==> src/rtl/pc_sequencer_if.sv <==
// Bundle of the PC sequencer's adder, redirect and fetch handshake signals.
// The master side is the sequencer; the slave side is the adder plus fetch/pipeline.
interface pc_sequencer_if #(
  parameter int unsigned WIDTH = 32
);
  logic [WIDTH-1:0] add_a;
  logic [WIDTH-1:0] add_b;
  logic             add_cin;
  logic [WIDTH-1:0] add_sum;
  logic             add_cout;
  logic             stall;
  logic             redirect_valid;
  logic [WIDTH-1:0] redirect_target;
  logic             fetch_valid;
  logic             fetch_ready;
  logic [WIDTH-1:0] pc;
  logic [31:0]      fetch_count;
  logic             halted;
  logic [1:0]       fault;

  modport master (
    output add_a, add_b, add_cin, fetch_valid, pc, fetch_count, halted, fault,
    input  add_sum, add_cout, stall, redirect_valid, redirect_target, fetch_ready
  );

  modport slave (
    input  add_a, add_b, add_cin, fetch_valid, pc, fetch_count, halted, fault,
    output add_sum, add_cout, stall, redirect_valid, redirect_target, fetch_ready
  );
endinterface

==> src/rtl/pc_sequencer.sv <==
// Program-counter sequencer: offers PCs to fetch, advances via the external adder,
// takes redirects, and halts permanently (until reset) on misaligned targets or PC wrap.
module pc_sequencer #(
  parameter int unsigned     WIDTH        = 32,
  parameter int unsigned     STEP         = 4,
  parameter logic [WIDTH-1:0] RESET_VECTOR = '0
) (
  input  logic           clk,
  input  logic           rst_n,
  pc_sequencer_if.master bus
);

  typedef enum logic [1:0] {
    BOOT,
    RUN,
    HALT
  } state_t;

  localparam logic [WIDTH-1:0] ALIGN_MASK = WIDTH'(STEP - 1);

  state_t           state, stateNext;
  logic [WIDTH-1:0] pcReg, pcNext;
  logic [31:0]      countReg, countNext;
  logic [1:0]       faultReg, faultNext;
  logic             fetchValid;
  logic             accept;
  logic             targetAligned;

  assign fetchValid    = (state == RUN) && !bus.stall;
  assign accept        = fetchValid && bus.fetch_ready;
  assign targetAligned = (bus.redirect_target & ALIGN_MASK) == '0;

  assign bus.add_a       = pcReg;
  assign bus.add_b       = WIDTH'(STEP);
  assign bus.add_cin     = 1'b0;
  assign bus.fetch_valid = fetchValid;
  assign bus.pc          = pcReg;
  assign bus.fetch_count = countReg;
  assign bus.halted      = (state == HALT);
  assign bus.fault       = faultReg;

  always_ff @(posedge clk or negedge rst_n) begin
    if (!rst_n) begin
      state    <= BOOT;
      pcReg    <= RESET_VECTOR;
      countReg <= '0;
      faultReg <= 2'b00;
    end else begin
      state    <= stateNext;
      pcReg    <= pcNext;
      countReg <= countNext;
      faultReg <= faultNext;
    end
  end

  // Redirects outrank everything, so an aligned one lands even under stall or backpressure;
  // the accept is still counted when a redirect or fault shares its cycle.
  always_comb begin
    stateNext = state;
    pcNext    = pcReg;
    countNext = countReg;
    faultNext = faultReg;
    unique case (state)
      BOOT: stateNext = RUN;
      RUN: begin
        if (accept) countNext = countReg + 32'd1;
        if (bus.redirect_valid && targetAligned) begin
          pcNext = bus.redirect_target;
        end else if (bus.redirect_valid) begin
          stateNext = HALT;
          faultNext = 2'b01;
        end else if (accept && bus.add_cout) begin
          stateNext = HALT;
          faultNext = 2'b10;
        end else if (accept) begin
          pcNext = bus.add_sum;
        end
      end
      HALT: stateNext = HALT;
      default: stateNext = BOOT;
    endcase
  end

endmodule

==> src/flat_wrapper.sv <==
// flat-port wrapper written by rule: the top's interface ports become plain ports
module pc_sequencer_flat 
#(
  parameter int unsigned     WIDTH        = 32,
  parameter int unsigned     STEP         = 4,
  parameter logic [WIDTH-1:0] RESET_VECTOR = '0
)
  (clk, rst_n, bus_add_a, bus_add_b, bus_add_cin, bus_fetch_valid, bus_pc, bus_fetch_count, bus_halted, bus_fault, bus_add_sum, bus_add_cout, bus_stall, bus_redirect_valid, bus_redirect_target, bus_fetch_ready);
  pc_sequencer_if #(.WIDTH(WIDTH)) bus_i ();
  input  logic clk;
  input  logic rst_n;
  output wire logic [$bits(bus_i.add_a)-1:0] bus_add_a;
  output wire logic [$bits(bus_i.add_b)-1:0] bus_add_b;
  output wire logic [$bits(bus_i.add_cin)-1:0] bus_add_cin;
  output wire logic [$bits(bus_i.fetch_valid)-1:0] bus_fetch_valid;
  output wire logic [$bits(bus_i.pc)-1:0] bus_pc;
  output wire logic [$bits(bus_i.fetch_count)-1:0] bus_fetch_count;
  output wire logic [$bits(bus_i.halted)-1:0] bus_halted;
  output wire logic [$bits(bus_i.fault)-1:0] bus_fault;
  input wire logic [$bits(bus_i.add_sum)-1:0] bus_add_sum;
  input wire logic [$bits(bus_i.add_cout)-1:0] bus_add_cout;
  input wire logic [$bits(bus_i.stall)-1:0] bus_stall;
  input wire logic [$bits(bus_i.redirect_valid)-1:0] bus_redirect_valid;
  input wire logic [$bits(bus_i.redirect_target)-1:0] bus_redirect_target;
  input wire logic [$bits(bus_i.fetch_ready)-1:0] bus_fetch_ready;
  assign bus_add_a = bus_i.add_a;
  assign bus_add_b = bus_i.add_b;
  assign bus_add_cin = bus_i.add_cin;
  assign bus_fetch_valid = bus_i.fetch_valid;
  assign bus_pc = bus_i.pc;
  assign bus_fetch_count = bus_i.fetch_count;
  assign bus_halted = bus_i.halted;
  assign bus_fault = bus_i.fault;
  assign bus_i.add_sum = bus_add_sum;
  assign bus_i.add_cout = bus_add_cout;
  assign bus_i.stall = bus_stall;
  assign bus_i.redirect_valid = bus_redirect_valid;
  assign bus_i.redirect_target = bus_redirect_target;
  assign bus_i.fetch_ready = bus_fetch_ready;
  pc_sequencer #(.WIDTH(WIDTH), .STEP(STEP), .RESET_VECTOR(RESET_VECTOR)) u_core (.clk(clk), .rst_n(rst_n), .bus(bus_i));
endmodule
==> config.mk <==
export PLATFORM = sky130hd
export DESIGN_NAME = pc_sequencer_flat
export DESIGN_NICKNAME = d
export VERILOG_FILES = /design/src/rtl/pc_sequencer_if.sv /design/src/rtl/pc_sequencer.sv /design/src/flat_wrapper.sv
export SDC_FILE = /design/constraint.sdc
export NUM_CORES = 1
export LEC_CHECK = 0
export BUFFER_PORTS_ARGS = -buffer_cell sky130_fd_sc_hd__buf_4
export CAP_MARGIN = 40
export CORE_MARGIN = 2
export CORE_UTILIZATION = 49
export DETAILED_ROUTE_END_ITERATION = 8
export GPL_ROUTABILITY_DRIVEN = 0
export MAX_ROUTING_LAYER = met4
export PLACE_DENSITY = 0.86
export SLEW_MARGIN = 20
export SYNTH_ARGS = -nofsm -noshare
export SYNTH_HDL_FRONTEND = slang
export SYNTH_SLANG_ARGS = --single-unit
export TNS_END_PERCENT = 50
==> constraint.sdc <==
create_clock -name clk -period 4.6 [get_ports clk]
set_input_delay 0.46 -clock clk [delete_from_list [all_inputs] [get_ports clk]]
set_output_delay 0.46 -clock clk [all_outputs]
set_load 0.005 [all_outputs]
==> results of run 1 <==
-- Yosys cell counts (all sizes together) (4+ instances only) --
master | number | share of area [%]
nor2 | 6 | 0.59
buf | 74 | 14
nor4 | 11 | 3.3
xnor2 | 13 | 3.0
o21ai | 33 | 4.3
clkbuf | 7 | 0.69
nand4 | 8 | 2.1
ha | 4 | 1.3
nand3 | 12 | 1.6
dfrtp | 68 | 45
inv | 10 | 0.99
mux2i | 30 | 7.9
nand2 | 44 | 4.3
xor2 | 18 | 4.1
nor3 | 10 | 1.8
-- path summary, 6_finish.rpt --
| path | to | slack, ns | depth (start not counted) |
|---|---|---|---|
| worst min-delay path | u_core.bus.fetch_count[31]$_DFFE_PN0P_ | 0.03 | 1 |
| worst min register to register | u_core.bus.fetch_count[31]$_DFFE_PN0P_ | 0.47 | 1 |
| worst max register to register | u_core.bus.fetch_count[28]$_DFFE_PN0P_ | 2.39 | 6 |
| max in group asynchronous | u_core.bus.add_a[27]$_DFFE_PN0P_ | 4.02 | 2 |
| min in group clk | u_core.bus.add_a[1]$_DFFE_PN0P_ | 0.37 | 3 |
| worst max-delay path | u_core.bus.fetch_count[28]$_DFFE_PN0P_ | 2.39 | 6 |
-- cell families after synthesis --
group                    Yosys count  synth area share, %
multiplexers                      33                 8.77
other                              2                0.197
adder cells (fa/ha/maj)            4                 1.31
AND/OR/NAND/NOR                  105                 16.6
flip-flops                        68                 44.7
XOR/XNOR                          31                 7.13
buffers and inverters             91                 16.1
AO/OA/AOI/OAI                     37                 5.19
-- final cells by class --
cell class	instances	area [um2]	area share (%)
Clock buffer	12	155	3.11
Clock inverter	2	35.0	0.701
Inverter	10	37.5	0.752
Multi-Input combinational cell	243	1630	32.7
Sequential cell	68	1700	34.1
Tap cell	102	128	2.56
Timing Repair Buffer	172	1300	26.1
-- power breakdown --
group / internal (uW) / switching [uW]
registers: 756 / 153
clock network: 274 / 209
logic: 461 / 294
-- state kept, by name, indices dropped and copies added, names as in the netlist --
register	flops
u_core.bus.fault	2
u_core.bus.add_a	32
u_core.bus.fetch_count	32
u_core.state	2
-- worst max-delay path: cells and delay by family (launching register included) --
| family | cells | cell delay (ns) |
|---|---|---|
| XOR/XNOR | 1 | 0.19 |
| adder cells (fa/ha/maj) | 1 | 0.34 |
| AND/OR/NAND/NOR | 3 | 1.13 |
| buffers and inverters | 1 | 0.08 |
| flip-flops | 1 | 0.40 |
-- metal layers --
layer,global-route usage [%],vias up,share of wire (%)
met5,-,-,0
met4,7.09,0,1.9
met3,4.60,12,5.1
met2,36.5,111,51
met1,26.9,1389,42
li1,-,1424,-
-- metrics by stage --
| stage | utilization [%] | setup slack, ns |
|---|---|---|
| finish | 65.7 | 2.39 |
| floorplan | - | 2.77 |
| detailed placement | 62.9 | 2.36 |
| global route | 65.7 | 2.15 |
| global placement | 62.9 | 2.49 |
| CTS | 65.4 | 2.35 |
==> results by group, run 1 <==
Status
  – Outcome: finished, final reports clean

Route
  – DRC errors left: 0
  – Vias per cell: 4.82
  – Routed len/inst: 14.8 um
  – Drt first-iter violations: 84
  – TritonRoute pass-1 iters: 5
  – Routed Antenna Nets: 0
  – WL final: 8990 um
  – Vias post-DR: 2936

Timing
  – Final-report setup violation count: 0
  – RSZ-0062 raised after global routing: false
  – Min Tclk post-route: 2.21 ns
  – Total negative slack: 0 ns
  – Rel. slew slack: 63.7%
  – Pins over their slew limit: 0
  – Worst clock skew: 0.00923 ns
  – Worst-margin pin slew: 0.539 ns
  – Hold Vio Cnt, Final: 0
  – Final period util: 48.0%
  – Tightest hold margin: 0.0329 ns
  – Max frequency: 453 MHz

Final layout
  – Non-filler instance count after layout: 609
  – Antenna diodes: 0
  – Post-route cell area: 4990 um2
  – Commonest non-fill, non-tap cells in the layout: 171 x buf_4, 68 x dfrtp_1, 44 x nand2_1
  – Layout area overhead: 31.2%
  – Share of post-route cells with drive strength above 1: 40.2%
  – Most common cell after layout, fill and taps aside: buf_4
  – Final Net Count: 578
  – Fillers: 608

Die
  – Row count: 32
  – Die Y-Extent: 92.2 um
  – Initial core utilization: 50.0%
  – Chip Width: 92.2 um
  – Die ar.: 8490 um2
  – Num ports: 203
  – Core Box Area: 7610 um2

Clock network
  – CTS resizes: 0
  – Clock sink count: 68
  – CTS Buf Count: 9
  – CTS max path bufs: 2
  – H-tree level count: 3
  – CTS tree: done
  – Root Buffer: clkbuf_8
  – Hold_buf cts: 0
  – Clk_lat worst skew: 0.33 ns
  – Clk slew on worst S/H paths: 0.07 ns
  – Post-CTS Setup Inserts: 0

Pwr
  – Peak VDD IR: 0.300 mV
  – Leakage: 0.00257 uW
  – PwrDens: 430 nW/um2
  – Post-layout power: 2150 uW

Synthesis
  – Syn Area/Cell: 10.3 um2
  – Synth cell types: 38
  – Asr flop ratio synth: 100%
  – Post-synth EDFFs: 0
  – Cells after Synth: 371
  – Register area share after synthesis: 44.7%
  – Yosys warnings: 0
  – Primary FF master, synth: dfrtp_1
  – Post-Syn Area: 3810 um2
  – Seq cells post-synth: 68

Place
  – PortBufs: 169
  – Placed instance area: 4780 um2
  – DP Wirelength: 6920 um
  – Placed insts: 594

Run
  – Maxcap violations: 0

GRT
  – GRT Total Usage: 21.9%
  – Global-route wire length before repair: 14300 um
  – GRT overflow: 0
  – Via count of the first global-routing pass: 2872
  – Initial antenna violation count: 0
  – Largest net degree at the start of global routing: 69

Setup path
  – Worst EP arrival: 2.46 ns
  – Crit Path Category: reg -> reg
  – Critical-path maximum fanout: 9
  – Worst Path Required: 4.85 ns
  – Reg2reg start: u_core.state[1]$_DFFE_PN0P_
  – Worst setup SP type: register
  – Max stage delay cell, worst path: nor4_1
  – Worst setup path startpoint: u_core.state[1]$_DFFE_PN0P_
  – Setup crit end kind: register
  – Max stage delay on crit path: 0.42 ns
  – CP cell instances: inv_1, ha_1, and4b_1, nand3_1, nor4_1, xor2_1

Hold path
  – Hold crit path type: in -> async
Power figures use the tool's default switching activity.
==> run 2, diff against run 1 <==
Settings changed: CORE_UTILIZATION 49 to 45, PLACE_DENSITY 0.86 to 0.8.
Clock period 4.6 ns to 2.3 ns, I/O delays scaled along.
==> run 2 against run 1 <==
  * Sequential cell count unchanged
  * Die area increased by 8.5%
  * Utilization shrank 4.3 points
  * Power increased by 98%
  * Via count grew 0.68%
  * Worst hold slack gained 0.11 ns
  * Critical endpoint unchanged
  * Combinational power is 100% higher
  * Highest routed layer unchanged
==> results by group, run 2 (synthesis gave the netlist of run 1 again) <==
Timing
  – Min Tclk post-route: 2.01 ns
  – Worst-margin pin slew: 0.625 ns
  – Max frequency: 498 MHz
  – Final period util: 87.3%
  – Pins over their slew limit: 0
  – Rel. slew slack: 58.4%
  – Tightest hold margin: 0.141 ns
  – Total negative slack: 0 ns
  – RSZ-0062 raised after global routing: false
  – Worst clock skew: 0.00939 ns
  – Hold Vio Cnt, Final: 0
  – Final-report setup violation count: 0

GRT
  – Initial antenna violation count: 0
  – Largest net degree at the start of global routing: 69
  – Global-route wire length before repair: 13900 um
  – Via count of the first global-routing pass: 2824
  – GRT overflow: 0
  – GRT Total Usage: 20.1%

Status
  – Outcome: finished, final reports clean

Die
  – Initial core utilization: 46.3%
  – Die ar.: 9210 um2
  – Core Box Area: 8220 um2
  – Num ports: 203
  – Row count: 33
  – Chip Width: 96.0 um
  – Die Y-Extent: 96.0 um

Route
  – Vias per cell: 4.79
  – Drt first-iter violations: 94
  – TritonRoute pass-1 iters: 4
  – Routed Antenna Nets: 0
  – WL final: 9140 um
  – DRC errors left: 0
  – Routed len/inst: 14.8 um
  – Vias post-DR: 2956

Hold path
  – Hold crit path type: in -> reg

Final layout
  – Antenna diodes: 0
  – Share of post-route cells with drive strength above 1: 40.8%
  – Fillers: 685
  – Most common cell after layout, fill and taps aside: buf_4
  – Layout area overhead: 32.4%
  – Commonest non-fill, non-tap cells in the layout: 172 x buf_4, 68 x dfrtp_1, 44 x nand2_1
  – Final Net Count: 581

Setup path
  – CP cell instances: inv_1, ha_1, and4b_1, nand3_1, nor4_1, xor2_1
  – R2r worst-path depth: 6
  – Worst setup SP type: register
  – R2r setup slk: 0.29 ns
  – Critical path endpoint: u_core.bus.fetch_count[28]$_DFFE_PN0P_
  – Reg2reg start: u_core.state[1]$_DFFE_PN0P_
  – Worst setup path startpoint: u_core.state[1]$_DFFE_PN0P_
  – Worst EP arrival: 2.27 ns
  – Worst Path Required: 2.56 ns
  – Critical-path maximum fanout: 9
  – Crit Path Category: reg -> reg
  – Reg-to-reg endpoint: u_core.bus.fetch_count[28]$_DFFE_PN0P_
  – Setup crit end kind: register
  – Max stage delay cell, worst path: nor4_1
  – Max stage delay on crit path: 0.47 ns

Clock network
  – CTS tree: done
  – Root Buffer: clkbuf_8
  – Post-CTS Setup Inserts: 0
  – CTS Buf Count: 9
  – Clk slew on worst S/H paths: 0.08 ns
  – H-tree level count: 3
  – Clk_lat worst skew: 0.34 ns
  – Clock sink count: 68
  – CTS max path bufs: 2

Pwr
  – Post-layout power: 4240 uW
  – Leakage: 0.00259 uW
  – PwrDens: 842 nW/um2
  – Peak VDD IR: 0.564 mV

Place
  – DP Wirelength: 6970 um
  – PortBufs: 169

Run
  – Maxcap violations: 0
run 2: cell count changes in the layout (fill, tap and decap cells not counted):
cell,previous run,this run
buf_4,171,172
bufinv_16,1,0
clkinvlp_4,0,1
dlygate4sd3_1,0,1
clkinv_2,1,2
clkinv_4,0,1
inv_6,0,1
buf_16,0,1
clkbuf_1,1,0
run 2: where the power goes:
part | leakage [uW] | switching [uW] | internal (uW)
sequential | 0.000861 | 297 | 1510
combinational | 0.00163 | 585 | 938
clock | 0.0000957 | 460 | 452
total | 0.00259 | 1340 | 2900
run 2: critical path, delay by kind of cell, from the launching register on:
family | cells | cell delay (ns)
DFF | 1 | 0.39
and+or+nand+nor | 3 | 1.13
buffers and inverters | 1 | 0.08
adders and majority gates | 1 | 0.15
xor gates and xnor gates | 1 | 0.17
run 2: stage by stage:
step	cell area (um2)	cells	setup WS [ns]	utilization [%]
6_report	5040	617	0.293	61.3
5_1_grt	5040	617	0.100	61.3
4_1_cts	5000	615	0.294	60.9
3_5_place_dp	4820	599	0.309	58.6
3_3_place_gp	4820	599	0.385	58.6
2_1_floorplan	3920	402	0.467	-
run 2: repair_timing:
item,in CTS,in global routing
gates resized for setup,0,0
endpoints found under the setup margin,0,0
endpoints found under the hold margin,0,20
hold buffers,0,1
run 2: metal layers:
layer	track usage, %	wire length, um	vias to the layer above
met2	34.8	4840	97
met1	24.5	3840	1419
li1	-	-	1434
met3	2.11	380	6
met4	6.43	82	0
met5	-	0	-
run 2: how the worst min path moves through the flow:
stage              startpoint                         endpoint  slack (ns)  depth (start not counted)
4_1_cts                 rst_n  u_core.bus.add_a[5]$_DFFE_PN0P_        0.02                          1
6_report       bus_add_sum[1]  u_core.bus.add_a[1]$_DFFE_PN0P_        0.14                          3
3_3_place_gp            rst_n  u_core.bus.add_a[5]$_DFFE_PN0P_        0.39                          1
3_5_place_dp            rst_n  u_core.bus.add_a[5]$_DFFE_PN0P_        0.40                          1
2_1_floorplan           rst_n  u_core.bus.add_a[0]$_DFFE_PN0P_       -0.07                          0
5_1_grt        bus_add_sum[1]  u_core.bus.add_a[1]$_DFFE_PN0P_        0.17                          3
run 2: final cells by class:
type,instances,area (um2),share of cell area (%)
sequential,68,1700,33.8
clock buffer,11,151,3.00
timing repair buffer,175,1350,26.8
clock inverter,5,35.0,0.695
multi-input combinational,243,1630,32.4
inverter,10,37.5,0.745
tap,105,131,2.61
